[src/rtl/fetch_pkg.sv]
// Shared definitions for the fetch front end and decode: FSM states,
// BKPT opcode, 32-bit Thumb prefix patterns and classification helpers.
package fetch_pkg;

  typedef enum logic [1:0] {
    ST_FILL = 2'd0,
    ST_RUN  = 2'd1,
    ST_HALT = 2'd2
  } fetch_state_t;

  localparam logic [7:0] BKPT_OP = 8'hBE;

  localparam logic [4:0] WIDE_PFX [3] = '{5'b11101, 5'b11110, 5'b11111};

  function automatic logic is_wide(input logic [15:0] hw);
    logic r;
    r = 1'b0;
    for (int i = 0; i < 3; i++) begin
      if (hw[15:11] == WIDE_PFX[i]) r = 1'b1;
    end
    return r;
  endfunction

  function automatic logic is_bkpt(input logic [15:0] hw);
    return (hw[15:8] == BKPT_OP);
  endfunction

endpackage

[src/rtl/fetch_predecode.sv]
// Combinational classification of a raw halfword pair: slot validity,
// 32-bit (wide) pairing and per-slot BKPT flags.
module fetch_predecode
  import fetch_pkg::*;
(
  input  logic [15:0] i_ir_0,
  input  logic [15:0] i_ir_1,
  output logic [1:0]  o_valid,
  output logic        o_wide,
  output logic [1:0]  o_bkpt
);

  logic w_wide_0;
  logic w_wide_1;

  assign w_wide_0 = is_wide(i_ir_0);
  assign w_wide_1 = is_wide(i_ir_1);

  always_comb begin
    o_wide  = 1'b0;
    o_valid = 2'b11;
    if (w_wide_0) begin
      o_wide = 1'b1;
    end else if (w_wide_1) begin
      // a lone prefix in slot 1 waits until its suffix is fetched with it
      o_valid = 2'b01;
    end
  end

  // slot 1 of a wide pair is a suffix, never an instruction of its own
  assign o_bkpt[0] = is_bkpt(i_ir_0);
  assign o_bkpt[1] = is_bkpt(i_ir_1) & ~w_wide_0;

endmodule

[src/rtl/fetch_unit.sv]
// Instruction-fetch front end: drives the split even/odd ROM address, holds a
// registered two-slot fetch buffer, advances by consumed count, halts on BKPT.
module fetch_unit
  import fetch_pkg::*;
#(
  parameter int ADDR_W   = 14,
  parameter int RESET_PC = 0
) (
  input  logic              clk,
  input  logic              rst,
  input  logic [1:0]        consume,
  input  logic              stall,
  input  logic              br_valid,
  input  logic [ADDR_W:0]   br_target,
  input  logic [15:0]       IR_0_in,
  input  logic [15:0]       IR_1_in,
  output logic [ADDR_W-1:0] Rom_addr,
  output logic              pc_1,
  output logic              sel_mem_1,
  output logic [1:0]        sel_mem_0,
  output logic [15:0]       fetch_IR_0,
  output logic [15:0]       fetch_IR_1,
  output logic [1:0]        fetch_valid,
  output logic              fetch_wide,
  output logic [ADDR_W:0]   fetch_pc,
  output logic              halted,
  output logic [31:0]       retire_count,
  output logic [1:0]        o_dbg_state
);

  localparam int PC_W = ADDR_W + 1;

  // Handshake: there is no valid/ready pair here. fetch_valid qualifies the
  // buffered slots; decode acknowledges by returning consume (slots taken) in
  // the same cycle, which only counts when stall and br_valid are both low.

  fetch_state_t r_state;
  fetch_state_t w_next_state;

  logic [PC_W-1:0] r_fetch_pc;
  logic [15:0]     r_ir_0;
  logic [15:0]     r_ir_1;
  logic [1:0]      r_valid;
  logic            r_wide;
  logic [1:0]      r_bkpt;
  logic            r_halted;
  logic [31:0]     r_retire;

  logic [1:0]      w_cons;
  logic [1:0]      w_nvalid;
  logic [1:0]      w_eff;
  logic [PC_W-1:0] w_a_pc;
  logic            w_consume_ok;
  logic            w_hit_bkpt;
  logic            w_load;
  logic [1:0]      w_pd_valid;
  logic            w_pd_wide;
  logic [1:0]      w_pd_bkpt;

  fetch_predecode u_predecode (
    .i_ir_0  (IR_0_in),
    .i_ir_1  (IR_1_in),
    .o_valid (w_pd_valid),
    .o_wide  (w_pd_wide),
    .o_bkpt  (w_pd_bkpt)
  );

  always_comb begin
    w_cons   = (consume == 2'd3) ? 2'd2 : consume;
    w_nvalid = (r_valid == 2'b11) ? 2'd2 : (r_valid == 2'b01) ? 2'd1 : 2'd0;
    w_eff    = (w_cons < w_nvalid) ? w_cons : w_nvalid;
    // half of a 32-bit instruction cannot be taken
    if (r_wide && (w_eff == 2'd1)) w_eff = 2'd0;
  end

  assign w_consume_ok = (r_state == ST_RUN) && !br_valid && !stall;
  assign w_hit_bkpt   = w_consume_ok &&
                        (((w_eff != 2'd0) && r_bkpt[0]) ||
                         ((w_eff == 2'd2) && r_bkpt[1]));

  always_comb begin
    w_a_pc       = r_fetch_pc;
    w_next_state = r_state;
    w_load       = 1'b0;
    case (r_state)
      ST_FILL: begin
        w_next_state = ST_RUN;
        w_load       = 1'b1;
      end
      ST_RUN: begin
        if (br_valid)   w_a_pc = br_target;
        else if (!stall) w_a_pc = r_fetch_pc + PC_W'(w_eff);
        if (w_hit_bkpt) w_next_state = ST_HALT;
        else            w_load = br_valid || !stall;
      end
      ST_HALT: begin
        w_next_state = ST_HALT;
      end
      default: begin
        w_next_state = ST_FILL;
      end
    endcase
  end

  always_ff @(posedge clk or posedge rst) begin
    if (rst) begin
      r_state    <= ST_FILL;
      r_fetch_pc <= PC_W'(RESET_PC);
      r_ir_0     <= 16'h0000;
      r_ir_1     <= 16'h0000;
      r_valid    <= 2'b00;
      r_wide     <= 1'b0;
      r_bkpt     <= 2'b00;
      r_halted   <= 1'b0;
      r_retire   <= 32'd0;
    end else begin
      r_state <= w_next_state;
      if (w_load) begin
        r_fetch_pc <= w_a_pc;
        r_ir_0     <= IR_0_in;
        r_ir_1     <= IR_1_in;
        r_valid    <= w_pd_valid;
        r_wide     <= w_pd_wide;
        r_bkpt     <= w_pd_bkpt;
      end
      if (w_consume_ok) r_retire <= r_retire + {30'd0, w_eff};
      if (w_hit_bkpt) begin
        r_halted <= 1'b1;
        r_valid  <= 2'b00;
      end
    end
  end

  assign Rom_addr     = w_a_pc[ADDR_W:1];
  assign pc_1         = w_a_pc[0];
  assign sel_mem_1    = ~w_a_pc[0];
  assign sel_mem_0    = w_a_pc[0] ? 2'd2 : 2'd0;
  assign fetch_IR_0   = r_ir_0;
  assign fetch_IR_1   = r_ir_1;
  assign fetch_valid  = r_valid;
  assign fetch_wide   = r_wide;
  assign fetch_pc     = r_fetch_pc;
  assign halted       = r_halted;
  assign retire_count = r_retire;
  assign o_dbg_state  = r_state;

endmodule

[config.mk]
export PLATFORM = sky130hd
export DESIGN_NAME = fetch_unit
export DESIGN_NICKNAME = d
export VERILOG_FILES = /design/src/rtl/fetch_pkg.sv /design/src/rtl/fetch_predecode.sv /design/src/rtl/fetch_unit.sv
export SDC_FILE = /design/constraint.sdc
export NUM_CORES = 1
export LEC_CHECK = 0
export BUFFER_PORTS_ARGS = -buffer_cell sky130_fd_sc_hd__buf_4
export CORE_UTILIZATION = 40
export DETAILED_ROUTE_END_ITERATION = 6
export GPL_TIMING_DRIVEN = 1
export PLACE_DENSITY = 0.66
export SKIP_CTS_REPAIR_TIMING = 1
export SYNTH_ARGS = -nofsm -noshare
export SYNTH_HDL_FRONTEND = slang
export SYNTH_SLANG_ARGS = --single-unit
[constraint.sdc]
create_clock -name clk -period 4.1 [get_ports clk]
set_clock_uncertainty 0.1 [all_clocks]
set_input_delay 0.41 -clock clk [delete_from_list [all_inputs] [get_ports clk]]
set_output_delay 0.41 -clock clk [all_outputs]
set_load 0.03 [all_outputs]
== After elaboration in Yosys (flattened, before gate mapping) ==
Cells that the tools add are included.
W data, S select, Z words.

* Register bits after elaboration: 87
* Output and inout port bits: 103

* Add/sub/neg operators: 2
* $lt $le $gt $ge: 1
* Equality and inequality tests: 16
* Multiplexer cells: 24
* Bitwise operators: 3
* Reduce and logical (&&, ||, !) cells: 13

{| class="wikitable"
|+ Operators by type and width
! operator !! count
|-
| $mux W15 || 3
|-
| $add A32 B2 Y32 || 1
|-
| $eq A5 B5 Y1 const B || 6
|-
| $mux W2 || 10
|-
| $eq A8 B8 Y1 const B || 2
|-
| $add A15 B2 Y15 || 1
|-
| $mux W1 || 9
|-
| $eq A2 B2 Y1 const B || 4
|-
| $eq A2 B1 Y1 const B || 3
|-
| $logic_and A1 B1 Y1 || 6
|-
| $pmux W2 S3 || 1
|-
| $reduce_bool A2 Y1 || 2
|-
| $logic_not A1 Y1 || 2
|-
| $logic_not A2 Y1 || 1
|-
| $logic_or A1 B1 Y1 || 2
|-
| $lt A2 B2 Y1 || 1
|-
| $ne A2 B2 Y1 const B || 1
|-
| $not A1 Y1 || 2
|-
| $pmux W1 S2 || 1
|-
| $and A1 B1 Y1 || 1
|}

== Longest topological paths before layout ==
Gate-level depths: netlist (run 1).

* Word-level depth: 16
* Gate-level depth with buffers: 13

== Cells and area by module ==
Synthesis (run 1) repeated with hierarchy kept, for this count alone.

* Cell total of the unflattened synthesis: 405
* Area total of the unflattened synthesis: 4359.2 sq um

{| class="wikitable"
|+ Modules (own cells, without submodules)
! module !! times used !! cells each !! area each (sq um)
|-
| fetch_unit || 1 || 393 || 4276.6
|-
| fetch_predecode || 1 || 12 || 82.6
|}

== Least setup slack after synthesis (run 1) ==
Ideal clock, no wire load.

* Path kind: reg2out
* Start point: register r_valid[1] (netlist: fetch_valid[1])
* End point: output port Rom_addr[11]
* Arrival time: 3.107 ns
* Data required time: 3.590 ns
* Setup slack: 0.483 ns
* Cell stages (with the launch flop): 12
* Cell sequence: dfrtp_1 nand2_1 ha_1 nor2_1 o221a_2 nand2_1 fa_1 and4bb_2 nand4_1 o21ai_0 a21oi_1 a21oi_1

* Longest elaborated chain between the ends: 12
* Elaborated cells on any way between the ends: 13
* Classes of those cells: add/sub (1); order compare (1); eq/ne (3); mux (7); reduce/logical (1)

{| class="wikitable"
|+ Ends and longest elaborated chain
! element !! line !! source
|-
| start: declaration || fetch_unit.sv:43 || <nowiki>logic [1:0] r_valid;</nowiki>
|-
| start signal: assignment || fetch_unit.sv:122 || <nowiki>r_valid <= w_pd_valid;</nowiki>
|-
| $eq A2 B1 Y1 || fetch_unit.sv:70 || <nowiki>w_nvalid = (r_valid == 2'b11) ? 2'd2 : (r_valid == 2'b01) ? 2'd1 : 2'd0;</nowiki>
|-
| $mux W1 || fetch_unit.sv:70 ||
|-
| $mux W2 * || fetch_unit.sv:70 ||
|-
| $lt A2 B2 Y1 || fetch_unit.sv:71 || <nowiki>w_eff = (w_cons < w_nvalid) ? w_cons : w_nvalid;</nowiki>
|-
| $mux W2 * || fetch_unit.sv:71 ||
|-
| $eq A2 B1 Y1 || fetch_unit.sv:73 || <nowiki>if (r_wide && (w_eff == 2'd1)) w_eff = 2'd0;</nowiki>
|-
| $logic_and A1 B1 Y1 || fetch_unit.sv:73 ||
|-
| $mux W2 * || fetch_unit.sv:73 ||
|-
| $add A15 B2 Y15 * || fetch_unit.sv:92 || <nowiki>else if (!stall) w_a_pc = r_fetch_pc + PC_W'(w_eff);</nowiki>
|-
| $mux W15 * || fetch_unit.sv:92 ||
|-
| $mux W15 * || fetch_unit.sv:91 || <nowiki>if (br_valid) w_a_pc = br_target;</nowiki>
|-
| $mux W15 * || fetch_unit.sv:85 || <nowiki>case (r_state)</nowiki>
|-
| end: declaration || fetch_unit.sv:17 || <nowiki>output logic [ADDR_W-1:0] Rom_addr,</nowiki>
|}

Every way passes the cells marked *; elsewhere a longest branch is shown, timed or not.

== Final worst setup path (run 1) ==
* Start point: register r_valid[1] (netlist: fetch_valid[1])
* End point: output port Rom_addr[13]

The elaborated chain is that of the path after synthesis.

==> results.toml, run 1 <==
[worst_setup_path]
crit_fanout = 7
end_kind = "primary output"
worst-setup-path-type = "flop to primary output"
cp-start-kind = "flop"
arrival_ns = 3.38
crit_required_ns = 3.59
reg2reg_depth = 13

[clocking]
cts_made_buffers = 9
clk_latency_ns = 0.36
htreeDepth = 3
cts_sinks = 87
clockBufferDepth = 2
tritoncts = "yes"
clkTransAtPathRegs_ns = 0.09
clockRootBuffer = "clkbuf_8"

[outcome]
status = "finished, final reports clean"

[power_and_ir_drop]
p_per_area_nw_per_um2 = 752.0
peakVddDrop_mv = 0.4357
power_leakage_nw = 2.850
p_total_mw = 4.481

[synthesis]
yosysWarnings = 0
ys_top_cells_by_area = "dfrtp_1 49%, mux2_2 11%, xnor2_1 3.8%, nor2_1 2.6%, nand2_1 2.5%"
syn_area_per_cell_sq_um = 10.72
synth_seq_cells = 87
synthArstFlopShare_pct = 100.0
yosys.area.top_type = "dfrtp_1"
syn-num-nets = 474
syn_area_sq_um = 4425
synth_common_cells = "87 x dfrtp_1, 42 x mux2_2, 31 x nor2_1, 30 x nand2_1"
synth_most_common_cell = "dfrtp_1"
ys_seq_area_share_pct = 49.19
synth_flop_cell = "dfrtp_1"
synth_cell_types = 58
synth_enable_flop_cells = 0
synthCells = 413
synth_top_area_share_pct = 49.19

[route]
wire_per_inst_um = 15.66
dr.pass1.iters = 4
antenna_left = 0
drt_iter0_markers = 220
vias_per_cell = 5.227
remaining_drc_errors = 0
num_vias = 3706
wirelength_um = 11110

[global_routing]
overflow = 0
grt_pass1_vias = 3711
grt_pass1_wl_um = 18060
grtUsageTotal_pct = 20.03
antenna_found_initial = 0
grt_max_degree = 53

[worst_hold_path]
hold_class = "primary input to asynchronous set/reset pin"

[final_layout]
syn_to_final_growth_pct = 34.63
antenna_cells = 0
nets = 627
final_cells = 709
drive_gt1_share_pct = 41.48
fillers = 965

[timing]
setup_slack_ns = 0.2067
timing.fmax_mhz = 256.9
holdWs_ns = 0.1172
timing.final.crit_share_pct = 94.96
slew_violations = 0
grt_setup_unrepaired = "false"
worst_pin_slew_ns = 0.8890
slew_headroom_pct = 40.67
post-route-min-period_ns = 3.893
hold_violations = 0
setup_tns_ns = 0
setup_viol = 0

[floorplan]
rows = 38
die_y_um = 107.2
start_util_pct = 41.00
core_sq_um = 10790
die_w_um = 107.2
dieArea_sq_um = 11490
io_pins = 156

[placement]
port_buffers = 154
dp.cells = 691
place_ws_ns = 0.3064
dp_hpwl_um = 8075
gp_congestion = 0.7820

[job]
cap_violations = 0
## critical path, stage by stage (launching register included)
cell      delay [ns]
dfrtp_1         0.37
nand2_1         0.08
inv_1           0.06
ha_2            0.21
nand2b_1        0.19
o221a_4         0.25
nand2_1         0.08
fa_1            0.40
and4bb_2        0.36
nand4_1         0.21
nor3_2          0.30
o21ai_0         0.12
a22o_1          0.26
buf_4           0.17
## per-stage QoR
stage / util [%] / area (sq um)
6_report: 55.21 / 5958
5_1_grt: 55.21 / 5958
2_1_floorplan: - / 4425
3_5_place_dp: 52.86 / 5705
4_1_cts: 54.72 / 5906
3_3_place_gp: 52.86 / 5705
## final timing paths
| check | start | end | slack (ns) |
|---|---|---|---|
| max reg2reg | fetch_valid[1] | fetch_pc[12] | 0.82 |
| min reg2reg | halted | halted | 0.37 |
| max | fetch_valid[1] | Rom_addr[13] | 0.21 |
| min | rst | fetch_IR_1[2] | 0.12 |
| min in group clk | IR_1_in[7] | fetch_IR_1[7] | 0.18 |
| max in group asynchronous | rst | retire_count[0] | 2.77 |
## flip-flops by register name (all words and copies together) (netlist names)
name / count
retire_count: 32
fetch_IR_0: 16
fetch_IR_1: 16
fetch_pc: 15
fetch_valid: 2
o_dbg_state: 2
r_bkpt: 2
fetch_wide: 1
halted: 1
## per-layer routing
| layer | vias to the layer above | part of all wire (%) | GRT usage, % |
|---|---|---|---|
| met2 | 108 | 50 | 33.46 |
| met3 | 8 | 6.9 | 6.140 |
| li1 | 1770 | - | - |
| met1 | 1820 | 42 | 25.31 |
| met4 | 0 | 0.78 | 4.795 |
| met5 | - | 0 | 0 |
## placed cells by master (no fill, tap or decap), types with 3 or more instances in the layout
master | netlist | routed
a22o_1 | 7 | 7
buf_4 | 3 | 160
or3_1 | 3 | 3
dfrtp_1 | 87 | 87
a21oi_1 | 16 | 15
clkbuf_8 | 0 | 9
inv_1 | 17 | 16
mux2_2 | 42 | 42
nand4_1 | 10 | 10
nor2_1 | 31 | 30
o41ai_1 | 3 | 3
nand3_1 | 16 | 16
o21a_1 | 3 | 3
o21ai_0 | 19 | 19
ha_1 | 6 | 5
a211oi_1 | 4 | 4
xnor2_1 | 19 | 19
nand2_1 | 30 | 30
o22ai_1 | 4 | 4
xor2_1 | 12 | 12
and3_1 | 11 | 11
nor3_1 | 11 | 10
## area by class of cell
class | count | area [sq um] | share of cell area (%)
Tap cell | 140 | 175.2 | 2.940
Clock buffer | 10 | 127.6 | 2.142
Timing Repair Buffer | 161 | 1221 | 20.50
Inverter | 17 | 65.06 | 1.092
Multi-Input combinational cell | 290 | 2120 | 35.57
Sequential cell | 87 | 2177 | 36.54
Clock inverter | 4 | 72.57 | 1.218
## power by group
group	internal (mW)	switching, mW	total, mW
registers	1.13	0.229	1.36
logic	1.01	1.47	2.48
clock network	0.336	0.302	0.638
## kinds of logic (layout without fill, tap and decap cells)
logic type                 count (synthesis)  in the layout  share of synthesized area [%]
AOI/OAI and AO/OA                         75             75                          11.62
xor gates and xnor gates                  31             31                          6.135
adders and majority gates                  8              8                          2.601
buffers and inverters                     36            192                          3.591
DFF                                       87             87                          49.19
muxes                                     44             44                          11.14
other                                      1              1                        0.08474
and+or+nand+nor                          131            131                          15.64
Note: power is estimated with default switching activity, not from simulation.
==> inputs of run 2 (changes only) <==
--- a/config.mk
+++ b/config.mk
@@ -6,10 +6,12 @@
 export NUM_CORES = 1
 export LEC_CHECK = 0
 export BUFFER_PORTS_ARGS = -buffer_cell sky130_fd_sc_hd__buf_4
+export CAP_MARGIN = 20
+export CORE_ASPECT_RATIO = 1.1
 export CORE_UTILIZATION = 40
 export DETAILED_ROUTE_END_ITERATION = 6
 export GPL_TIMING_DRIVEN = 1
-export PLACE_DENSITY = 0.66
+export PLACE_DENSITY = 0.69
 export SKIP_CTS_REPAIR_TIMING = 1
 export SYNTH_ARGS = -nofsm -noshare
 export SYNTH_HDL_FRONTEND = slang
==> constraint.sdc (replaced) <==
create_clock -name clk -period 3.1 [get_ports clk]
set_clock_uncertainty 0.1 [all_clocks]
set_input_delay 0.31 -clock clk [delete_from_list [all_inputs] [get_ports clk]]
set_output_delay 0.31 -clock clk [all_outputs]
set_load 0.03 [all_outputs]
==> results.toml, run 2 (synthesis results as in run 1) <==
[floorplan]
core_sq_um = 10590
io_pins = 156
dieArea_sq_um = 11490
rows = 39
die_w_um = 102.3
die_y_um = 112.3
start_util_pct = 41.79

[power_and_ir_drop]
power_leakage_nw = 2.981
p_per_area_nw_per_um2 = 1002
intPower_mw = 3.465
switchingPower_mw = 2.791
peakVddDrop_mv = 0.5947
combPwrFrac_pct = 53.9
pwr-share-seq_pct = 28.9
switching_share_pct = 44.62
clkPwrFrac_pct = 17.2

[timing]
post-route-min-period_ns = 3.547
worst_pin_slew_ns = 0.7962
setup_viol = 10
setup_slack_ns = -0.4472
slew_violations = 0
grt_setup_unrepaired = "true"
hold_violations = 1
slew_headroom_pct = 46.86
timing.fmax_mhz = 281.9
holdWs_ns = -0.002477
timing.final.crit_share_pct = 114.4

[final_layout]
syn_to_final_growth_pct = 41.08
fin_util_pct = 58.96
mostFrequentLayoutCell = "buf_4"
drive_gt1_share_pct = 45.78
largest_register_ffs = 32
nets = 637
mostFrequentLayoutCells = "167 x buf_4, 85 x dfrtp_1, 40 x mux2_2, 30 x nor2_1, 28 x nand2_1"
antenna_cells = 0

[worst_setup_path]
cp_cell_sequence = "nand2_4 > ha_4 > nor2_4 > o221a_4 > nand2_2 > fa_2 > and4bb_2 > nand4_1 > buf_4 > or3_4 > o21ai_4 > a21oi_4 > buf_6"
r2r-start = "fetch_valid[0]"
endpoint = "Rom_addr[11]"
cp_slowest_cell = "dfrtp_2"
crit_required_ns = 2.69
r2r_slack_ns = -0.02
end_kind = "primary output"
arrival_ns = 3.14
startpoint = "fetch_valid[0]"
reg2reg_depth = 13
r2r_end = "fetch_pc[12]"
crit_fanout = 3
worst-setup-path-type = "flop to primary output"
cp-start-kind = "flop"
max_stage_delay_ns = 0.42

[outcome]
status = "complete, but fails checks"
violations = "negative hold slack, negative setup slack"

[clocking]
cts_made_buffers = 9
tritoncts = "yes"
cts_sinks = 87
clockRootBuffer = "clkbuf_16"
clkTransAtPathRegs_ns = 0.07
clockBufferDepth = 2
htreeDepth = 3
clk_latency_ns = 0.34

[job]
cap_violations = 0

[route]
wirelength_um = 11210
drt_iter0_markers = 128
num_vias = 3810
vias_per_cell = 5.262
wire_per_inst_um = 15.48
dr.pass1.iters = 5
remaining_drc_errors = 0
antenna_left = 0

[global_routing]
overflow = 0
grt_max_degree = 50
grtUsageTotal_pct = 20.79
antenna_found_initial = 0
grt_pass1_wl_um = 18660
grt_pass1_vias = 3775

[worst_hold_path]
hold_class = "primary input to asynchronous set/reset pin"

[placement]
gp_congestion = 0.8322
dp_hpwl_um = 8215
port_buffers = 154
## run 2: changes by cell type in the layout (fill, tap and decap cells not counted), moves of 3 or more
cell,previous run,this run
clkbuf_16,0,9
clkbuf_8,9,0
buf_4,160,167
buf_6,0,4
inv_6,0,3
inv_8,0,3
o21ai_0,19,16
## run 2: layout make-up
type,count,area (sq um)
Clock buffer,9,225.2
Clock inverter,7,68.82
Fill cell,913,4345
Inverter,17,65.06
Multi-Input combinational cell,290,2227
Sequential cell,87,2180
Tap cell,143,178.9
Timing Repair Buffer,171,1299
## run 2: power groups by stage
stage	clock network [mW]	registers, mW	logic, mW
final	1.08	1.81	3.37
after detailed placement	0	1.83	3.34
after CTS	1.11	1.81	3.34
after floorplan	0	2.47	1.54
after global placement	0	1.80	3.27
after global routing	1.16	1.87	3.59
## run 2: worst min path at each step
stage | to | slack (ns) | cells past startpoint
6_report | fetch_IR_1[10] | -0.002 | 2
4_1_cts | fetch_IR_1[11] | 0.02 | 2
3_5_place_dp | halted | 0.36 | 1
2_1_floorplan | fetch_IR_1[8] | 0.36 | 1
5_1_grt | fetch_IR_1[12] | 0.07 | 2
3_3_place_gp | halted | 0.36 | 1
## run 2: worst max-delay path, delay by kind of cell, from the launching register on
kind            cells  cell delay (ns)
simple gates        6             1.09
fa+ha+maj           2             0.57
flops               1             0.42
compound gates      3             0.36
buf+inv             2             0.36
## run 2: metal layers
layer	up-vias	global-route usage, %	wire, um
met3	19	4.732	710
met2	129	33.60	5553
met4	0	6.667	212
li1	1799	-	-
met1	1863	27.52	4733
met5	-	0	0
## run 2: stage by stage
step / worst slack [ns] / power [mW] / instance area [sq um] / setup TNS (ns) / instances
floorplan: -0.08465 / 4.011 / 4511 / -0.2634 / 413
global placement: -0.05503 / 5.076 / 5857 / -0.1380 / 704
detailed placement: -0.1235 / 5.165 / 5857 / -0.3875 / 704
CTS: -0.5017 / 6.256 / 6151 / -2.501 / 720
global route: -0.5429 / 6.619 / 6243 / -3.982 / 724
finish: -0.4472 / 6.256 / 6243 / -2.349 / 724
